File: config.mk
export PLATFORM = sky130hd
export DESIGN_NAME = cp0_ctrl_flat
export DESIGN_NICKNAME = d
export VERILOG_FILES = /design/src/rtl/cp0_ctrl_if.sv /design/src/rtl/cp0_ctrl.sv /design/src/flat_wrapper.sv
export SDC_FILE = /design/constraint.sdc
export NUM_CORES = 1
export LEC_CHECK = 0
export ABC_CLOCK_PERIOD_IN_PS = 2700
export BUFFER_PORTS_ARGS = -buffer_cell sky130_fd_sc_hd__buf_2
export CELL_PAD_IN_SITES_DETAIL_PLACEMENT = 1
export CELL_PAD_IN_SITES_GLOBAL_PLACEMENT = 1
export CORE_AREA = 2 2 123 125
export DETAILED_ROUTE_END_ITERATION = 10
export DIE_AREA = 0 0 125 127
export PLACE_DENSITY = 0.83
export SETUP_SLACK_MARGIN = 0.1
export SYNTH_ARGS = -nofsm -noshare
export SYNTH_HDL_FRONTEND = slang
export SYNTH_SLANG_ARGS = --single-unit
File: constraint.sdc
create_clock -name clk -period 2.7 [get_ports clk]
set_clock_uncertainty 0.1 [all_clocks]
set_input_delay 0.135 -clock clk [delete_from_list [all_inputs] [get_ports clk]]
set_output_delay 0.135 -clock clk [all_outputs]
set_load 0.1 [all_outputs]
File: src/rtl/cp0_ctrl_if.sv
// rtl/cp0_ctrl_if.sv - MEM-stage CP0 bundle between the pipeline and cp0_ctrl
interface cp0_ctrl_if;
  logic [2:0]  mem_cp0op;
  logic [4:0]  mem_cs;
  logic [2:0]  mem_sel;
  logic [31:0] mem_busB_mux2;
  logic [31:0] mem_pc;
  logic [5:0]  hw_int;
  logic [31:0] cp0_dout;
  logic [1:0]  cp0bubble;
  logic        cp0_redirect;
  logic [31:0] cp0_target;

  // Pipeline side drives the EX/MEM CP0 fields and consumes the redirect/flush controls
  modport master (
    output mem_cp0op, mem_cs, mem_sel, mem_busB_mux2, mem_pc, hw_int,
    input  cp0_dout, cp0bubble, cp0_redirect, cp0_target
  );

  // CP0 side
  modport slave (
    input  mem_cp0op, mem_cs, mem_sel, mem_busB_mux2, mem_pc, hw_int,
    output cp0_dout, cp0bubble, cp0_redirect, cp0_target
  );
endinterface

File: src/rtl/cp0_ctrl.sv
// rtl/cp0_ctrl.sv - MEM-stage coprocessor-0 controller (optional timer: CP0_TIMER_EN)
module cp0_ctrl #(
  parameter logic [31:0] HANDLER_ADDR = 32'h0000_0380,
  parameter int unsigned FLUSH_CYCLES = 3
) (
  input logic       clk,
  input logic       rst,
  cp0_ctrl_if.slave bus
);
  localparam logic [2:0] OP_MTC0    = 3'b010;
  localparam logic [2:0] OP_SYSCALL = 3'b011;
  localparam logic [2:0] OP_ERET    = 3'b100;
  localparam logic [2:0] OP_BREAK   = 3'b101;

  typedef enum logic {NORMAL, FLUSH} state_t;

  state_t      state, next_state;
  logic [2:0]  flush_cnt, next_flush_cnt;

  logic        ie, exl;
  logic [7:0]  im;
  logic [5:0]  ip_hw;
  logic [1:0]  ip_sw;
  logic [4:0]  exc_code;
  logic [31:0] epc;
  logic        redirect_q;
  logic [31:0] target_q;
  logic        timer_flag;
  logic [7:0]  ip;

  logic        take_int, take_exc, take_eret, do_mtc0, wr_en;

`ifdef CP0_TIMER_EN
  logic [31:0] count, compare;
`endif

  // Pending interrupt vector; the timer shares the IP7 line with hw_int[5]
  assign ip    = {ip_hw[5] | timer_flag, ip_hw[4:0], ip_sw};
  assign wr_en = do_mtc0 && (bus.mem_sel == 3'd0);

  assign bus.cp0_redirect = redirect_q;
  assign bus.cp0_target   = target_q;

  // MFC0 read mux, independent of the operation in MEM
  always_comb begin
    bus.cp0_dout = '0;
    if (bus.mem_sel == 3'd0) begin
      case (bus.mem_cs)
`ifdef CP0_TIMER_EN
        5'd9:    bus.cp0_dout = count;
        5'd11:   bus.cp0_dout = compare;
`endif
        5'd12:   bus.cp0_dout = {16'd0, im, 6'd0, exl, ie};
        5'd13:   bus.cp0_dout = {16'd0, ip, 1'b0, exc_code, 2'b00};
        5'd14:   bus.cp0_dout = epc;
        default: bus.cp0_dout = '0;
      endcase
    end
  end

  // State register and flush counter
  always_ff @(posedge clk or posedge rst) begin
    if (rst) begin
      state     <= NORMAL;
      flush_cnt <= '0;
    end else begin
      state     <= next_state;
      flush_cnt <= next_flush_cnt;
    end
  end

  // Next-state, priority decode of the MEM op and the flush code
  always_comb begin
    next_state     = state;
    next_flush_cnt = flush_cnt;
    bus.cp0bubble  = 2'd0;
    take_int       = 1'b0;
    take_exc       = 1'b0;
    take_eret      = 1'b0;
    do_mtc0        = 1'b0;
    if (state == NORMAL) begin
      if (ie && !exl && ((ip & im) != 8'd0)) begin
        take_int = 1'b1;
        // kill the cp0op sitting in EX/MEM so it cannot retire behind the exception
        if (bus.mem_cp0op != 3'd0) bus.cp0bubble = 2'd2;
      end else if (bus.mem_cp0op == OP_SYSCALL || bus.mem_cp0op == OP_BREAK) begin
        take_exc = 1'b1;
      end else if (bus.mem_cp0op == OP_ERET) begin
        take_eret = 1'b1;
      end else if (bus.mem_cp0op == OP_MTC0) begin
        do_mtc0 = 1'b1;
      end
      if (take_int || take_exc || take_eret) begin
        next_state     = FLUSH;
        next_flush_cnt = 3'(FLUSH_CYCLES - 1);
      end
    end else begin
      bus.cp0bubble = 2'd1;
      if (flush_cnt == 3'd0) next_state = NORMAL;
      else                   next_flush_cnt = flush_cnt - 3'd1;
    end
  end

  // Status/Cause/EPC updates, redirect pulse and target capture
  always_ff @(posedge clk or posedge rst) begin
    if (rst) begin
      ie         <= 1'b0;
      exl        <= 1'b0;
      im         <= '0;
      ip_hw      <= '0;
      ip_sw      <= '0;
      exc_code   <= '0;
      epc        <= '0;
      redirect_q <= 1'b0;
      target_q   <= '0;
    end else begin
      ip_hw      <= bus.hw_int;
      redirect_q <= take_int || take_exc || take_eret;
      if (take_int) begin
        epc      <= bus.mem_pc;
        exc_code <= 5'd0;
        exl      <= 1'b1;
        target_q <= HANDLER_ADDR;
      end
      if (take_exc) begin
        // nested exception keeps the original return address
        if (!exl) epc <= bus.mem_pc + 32'd4;
        exc_code <= (bus.mem_cp0op == OP_BREAK) ? 5'd9 : 5'd8;
        exl      <= 1'b1;
        target_q <= HANDLER_ADDR;
      end
      if (take_eret) begin
        exl      <= 1'b0;
        target_q <= epc;
      end
      if (wr_en) begin
        case (bus.mem_cs)
          5'd12: begin
            im  <= bus.mem_busB_mux2[15:8];
            exl <= bus.mem_busB_mux2[1];
            ie  <= bus.mem_busB_mux2[0];
          end
          5'd13:   ip_sw <= bus.mem_busB_mux2[9:8];
          5'd14:   epc   <= bus.mem_busB_mux2;
          default: ;
        endcase
      end
    end
  end

`ifdef CP0_TIMER_EN
  // Free-running Count, Compare and the sticky timer match flag
  always_ff @(posedge clk or posedge rst) begin
    if (rst) begin
      count      <= '0;
      compare    <= '0;
      timer_flag <= 1'b0;
    end else begin
      if (wr_en && bus.mem_cs == 5'd9) count <= bus.mem_busB_mux2;
      else                             count <= count + 32'd1;
      if (wr_en && bus.mem_cs == 5'd11) begin
        compare    <= bus.mem_busB_mux2;
        timer_flag <= 1'b0;
      end else if (count == compare && compare != 32'd0) begin
        timer_flag <= 1'b1;
      end
    end
  end
`else
  assign timer_flag = 1'b0;
`endif
endmodule

File: src/flat_wrapper.sv
// flat-port wrapper written by rule: the top's interface ports become plain ports
module cp0_ctrl_flat 
#(
  parameter logic [31:0] HANDLER_ADDR = 32'h0000_0380,
  parameter int unsigned FLUSH_CYCLES = 3
)
  (clk, rst, bus_mem_cp0op, bus_mem_cs, bus_mem_sel, bus_mem_busB_mux2, bus_mem_pc, bus_hw_int, bus_cp0_dout, bus_cp0bubble, bus_cp0_redirect, bus_cp0_target);
  cp0_ctrl_if bus_i ();
  input logic clk;
  input logic rst;
  input wire logic [$bits(bus_i.mem_cp0op)-1:0] bus_mem_cp0op;
  input wire logic [$bits(bus_i.mem_cs)-1:0] bus_mem_cs;
  input wire logic [$bits(bus_i.mem_sel)-1:0] bus_mem_sel;
  input wire logic [$bits(bus_i.mem_busB_mux2)-1:0] bus_mem_busB_mux2;
  input wire logic [$bits(bus_i.mem_pc)-1:0] bus_mem_pc;
  input wire logic [$bits(bus_i.hw_int)-1:0] bus_hw_int;
  output wire logic [$bits(bus_i.cp0_dout)-1:0] bus_cp0_dout;
  output wire logic [$bits(bus_i.cp0bubble)-1:0] bus_cp0bubble;
  output wire logic [$bits(bus_i.cp0_redirect)-1:0] bus_cp0_redirect;
  output wire logic [$bits(bus_i.cp0_target)-1:0] bus_cp0_target;
  assign bus_i.mem_cp0op = bus_mem_cp0op;
  assign bus_i.mem_cs = bus_mem_cs;
  assign bus_i.mem_sel = bus_mem_sel;
  assign bus_i.mem_busB_mux2 = bus_mem_busB_mux2;
  assign bus_i.mem_pc = bus_mem_pc;
  assign bus_i.hw_int = bus_hw_int;
  assign bus_cp0_dout = bus_i.cp0_dout;
  assign bus_cp0bubble = bus_i.cp0bubble;
  assign bus_cp0_redirect = bus_i.cp0_redirect;
  assign bus_cp0_target = bus_i.cp0_target;
  cp0_ctrl #(.HANDLER_ADDR(HANDLER_ADDR), .FLUSH_CYCLES(FLUSH_CYCLES)) u_core (.clk(clk), .rst(rst), .bus(bus_i));
endmodule
==> flow_metrics.env <==
export IMPL_core_rowCount=44
export IMPL_die_x_microns=125
export IMPL_post_route_drc_count=0
export IMPL_routed_wirelength_microns=19300
export IMPL_finalCritPeriodShare_pct=89.7
export IMPL_drtPass1Iterations=4
export IMPL_initial_utilization_pct=34.7
export IMPL_grt_max_degree=90
export IMPL_ys_types=62
export IMPL_fin_area_sq_um=7040
export IMPL_period_needed_ps=2420
export IMPL_hold_viol=0
export IMPL_worstPathMaxFanout=14
export IMPL_first_iter_violations=339
export IMPL_hp_class="in2reg"
export IMPL_crit_path_end_kind="flop"
export IMPL_ys_seq_elements=89
export IMPL_syn_avg_cell_area_sq_um=9.29
export IMPL_maxCapViolations=0
export IMPL_syn_cell_area_sq_um=5010
export IMPL_crit_buf_inv=0
export IMPL_postCtsSetupRepairBufs=0
export IMPL_cts_root_buf="clkbuf_16"
export IMPL_place_gp_congestion=0.846
export IMPL_antenna_found_initial=1
export IMPL_slew_headroom_pct=51.5
export IMPL_crit_arrival_ps=2550
export IMPL_max_freq_mhz=413
export IMPL_clk_pin_slew_ps=60
export IMPL_crit_family="compound AO/OA/AOI/OAI gates"
export IMPL_ys_warn_count=0
export IMPL_hold_slack_ps=24.7
export IMPL_fp_dieArea_sq_um=15900
export IMPL_drive_gt1_share_pct=27.9
export IMPL_power_density_nw_per_um2=962
export IMPL_async_reset_ff_share_pct=100
export IMPL_tightest_slew_ps=728
export IMPL_area_growth_pct=40.5
export IMPL_rsz0062_at_grt="false"
export IMPL_crit_top_cell="o21ai_1"
export IMPL_ctsHtreeMaxLevel=3
export IMPL_crit_required_ps=2820
export IMPL_ys_flop_type="dfrtp_1"
export IMPL_first_global_vias=5680
export IMPL_drv_slew=0
export IMPL_fp_dieH_microns=127
export IMPL_insertedDiodeCount=0
export IMPL_critPathKind="reg2reg"
export IMPL_grt_ovfl_total=0
export IMPL_port_buffers=149
export IMPL_synth_edff_count=0
export IMPL_numCtsBuffers=9
export IMPL_worstSkewPairLatency_ps=350
export IMPL_fin_nets=817
export IMPL_wl_per_cell_microns=20.9
export IMPL_synth_fp_nets=625
export IMPL_vias=5231
export IMPL_grt_pass1_wl_microns=30500
export IMPL_synth_seq_area_share_pct=44.5
export IMPL_netlist_instances=539
export IMPL_irDropWorstVdd_uv=489
export IMPL_path_cells="a22oi_1 -> and2_1 -> a21o_1 -> o21ai_1 -> a221oi_1 -> o21ai_1"
export IMPL_cts_tree="yes"
export IMPL_startpoint_type="flop"
export IMPL_setup_viol=0
export IMPL_postPlaceCellArea_sq_um=6310
export IMPL_status="completed"
export IMPL_dp_hpwl_microns=13800
export IMPL_nFillCells=1687
export IMPL_drtAntennaViolNets=0
export IMPL_slowest_stage="a21o_1"
export IMPL_core_area_sq_um=14400
export IMPL_clock_sinks=89
export IMPL_grt_total_usage_pct=24.4
export IMPL_cts_max_path_buffers=2
export IMPL_slowest_delay_ps=500
export IMPL_p_leak_nw=3.16
export IMPL_routed_via_density=5.69
export IMPL_io_pins=150
-- cell type report --
class                           instances  area (sq um)  share of cell area [%]
Clock buffer                           11           243                    3.45
Clock inverter                          5          55.1                   0.782
Inverter                               10          38.8                   0.551
Multi-Input combinational cell        410          2620                    37.2
Sequential cell                        89          2230                    31.6
Tap cell                              184           230                    3.27
Timing Repair Buffer                  211          1630                    23.1
-- worst reg2reg max path, cell delays in order (launching register included) --
cell and delay [ps]:
dfrtp_1 390, a22oi_1 250, and2_1 240, a21o_1 500
o21ai_1 300, a221oi_1 400, o21ai_1 120
-- layer usage --
metal	vias to the layer above	GRT usage, %	wire length (microns)	share of wire [%]
met5	-	0	11	0.057
met4	2	8.04	340	1.8
met3	24	4.15	963	5.0
met2	184	43.5	9890	51
met1	2647	30.0	8070	42
li1	2374	-	-	-
-- layout by cell type (no fill, tap or decap), types with 4 or more instances in the layout --
cell type      count
a22o_1            28
nand3_1           21
xor2_1             8
o21ai_1           32
dlygate4sd3_1     42
nor2_1            48
dfrtp_1           89
a21oi_1           21
nor3_1            14
nand2_1           54
a31oi_1            5
o22ai_1            8
clkbuf_16          9
buf_4             18
inv_1              9
nand2b_1           5
and4_1             6
buf_12            21
and3_1             4
and2_1            23
o221ai_1          13
nand4_1            9
mux2i_1           12
nor2b_1            4
mux2_1             8
a22oi_1            8
buf_2            130
xnor2_1            8
o21ai_0           13
-- per-stage QoR --
| step | power (W) | worst slack [ps] | setup TNS [ps] | instances | util, % |
|---|---|---|---|---|---|
| after detailed placement | 0.00545 | 224 | 0 | 861 | 43.8 |
| after global routing | 0.00708 | 119 | 0 | 920 | 48.8 |
| after CTS | 0.00681 | 193 | 0 | 919 | 48.7 |
| after floorplan | 0.00468 | -238 | -661 | 539 | - |
| after global placement | 0.00533 | 377 | 0 | 861 | 43.8 |
| final | 0.00677 | 277 | 0 | 920 | 48.8 |
-- Yosys cell counts, drive strengths merged (2+ instances only) --
cell	count	share of area, %
a31o	2	0.35
mux2i	12	2.4
nor2b	4	0.50
nand4	9	1.1
o211ai	2	0.30
clkbuf	15	1.1
and4	6	1.0
a31oi	5	0.62
a21boi	2	0.30
xnor2	8	1.4
o22a	3	0.52
or3	3	0.47
a32oi	2	0.35
o21ai	47	5.0
and3	4	0.50
a21oi	22	2.3
nor4	3	0.37
dfrtp	89	44
ha	3	0.75
and2	23	2.9
inv	10	0.75
a221oi	3	0.52
a22o	28	4.9
buf	16	1.7
o221ai	13	2.3
o22ai	8	1.0
a21o	3	0.45
nand2b	6	0.80
a22oi	8	1.2
o31a	2	0.35
o31ai	2	0.30
nor4b	3	1.1
o2bb2ai	3	0.52
nor3	15	1.6
nand2	55	4.2
mux2	11	2.5
nor2	50	3.7
xor2	8	1.4
nand3	21	2.1
-- sequential cells by signal (all words and copies together), names as in the netlist --
register,cells
u_core.ie,1
u_core.exc_code,2
u_core.flush_cnt,3
u_core.bus.cp0_target,32
u_core.epc,32
u_core.ip_sw,2
u_core.state,1
u_core.exl,1
u_core.im,8
u_core.bus.cp0_redirect,1
u_core.ip_hw,6
-- cells by family (layout without fill, tap and decap cells) --
logic type / Yosys count / count (layout) / share of synthesized area [%]
muxes: 23 / 23 / 4.87
and+or+nand+nor: 207 / 207 / 21.5
AOI/OAI and AO/OA: 160 / 161 / 22.1
adders and majority gates: 3 / 3 / 0.749
DFF: 89 / 89 / 44.5
buffers and inverters: 41 / 237 / 3.57
xor gates and xnor gates: 16 / 16 / 2.80
-- timing repair --
action	CTS	global route
hold buffers	42	0
hold endpoints to repair	138	0
resized for setup	0	0
endpoints found under the setup margin	0	14
-- final timing paths --
| kind | to | slack [ps] | cells after the start | startpoint |
|---|---|---|---|---|
| min in group asynchronous | u_core.bus.cp0_target[6] | 340 | 4 | rst |
| worst min-delay path | u_core.epc[6] | 20 | 3 | bus_mem_pc[6] |
| worst max register to register | u_core.epc[4] | 280 | 6 | u_core.im[7] |
| worst max-delay path | u_core.epc[4] | 280 | 6 | u_core.im[7] |
| max in group asynchronous | u_core.im[4] | 1780 | 4 | rst |
| worst min register to register | u_core.bus.cp0_target[7] | 390 | 1 | u_core.bus.cp0_target[7] |
-- power breakdown --
| part | switching [W] | total (W) | leakage (nW) | internal [W] |
|---|---|---|---|---|
| Clock | 0.000544 | 0.00128 | 0.142 | 0.000740 |
| Sequential | 0.000430 | 0.00227 | 1.09 | 0.00184 |
| Combinational | 0.00246 | 0.00321 | 1.92 | 0.000754 |
Power figures use the tool's default switching activity.
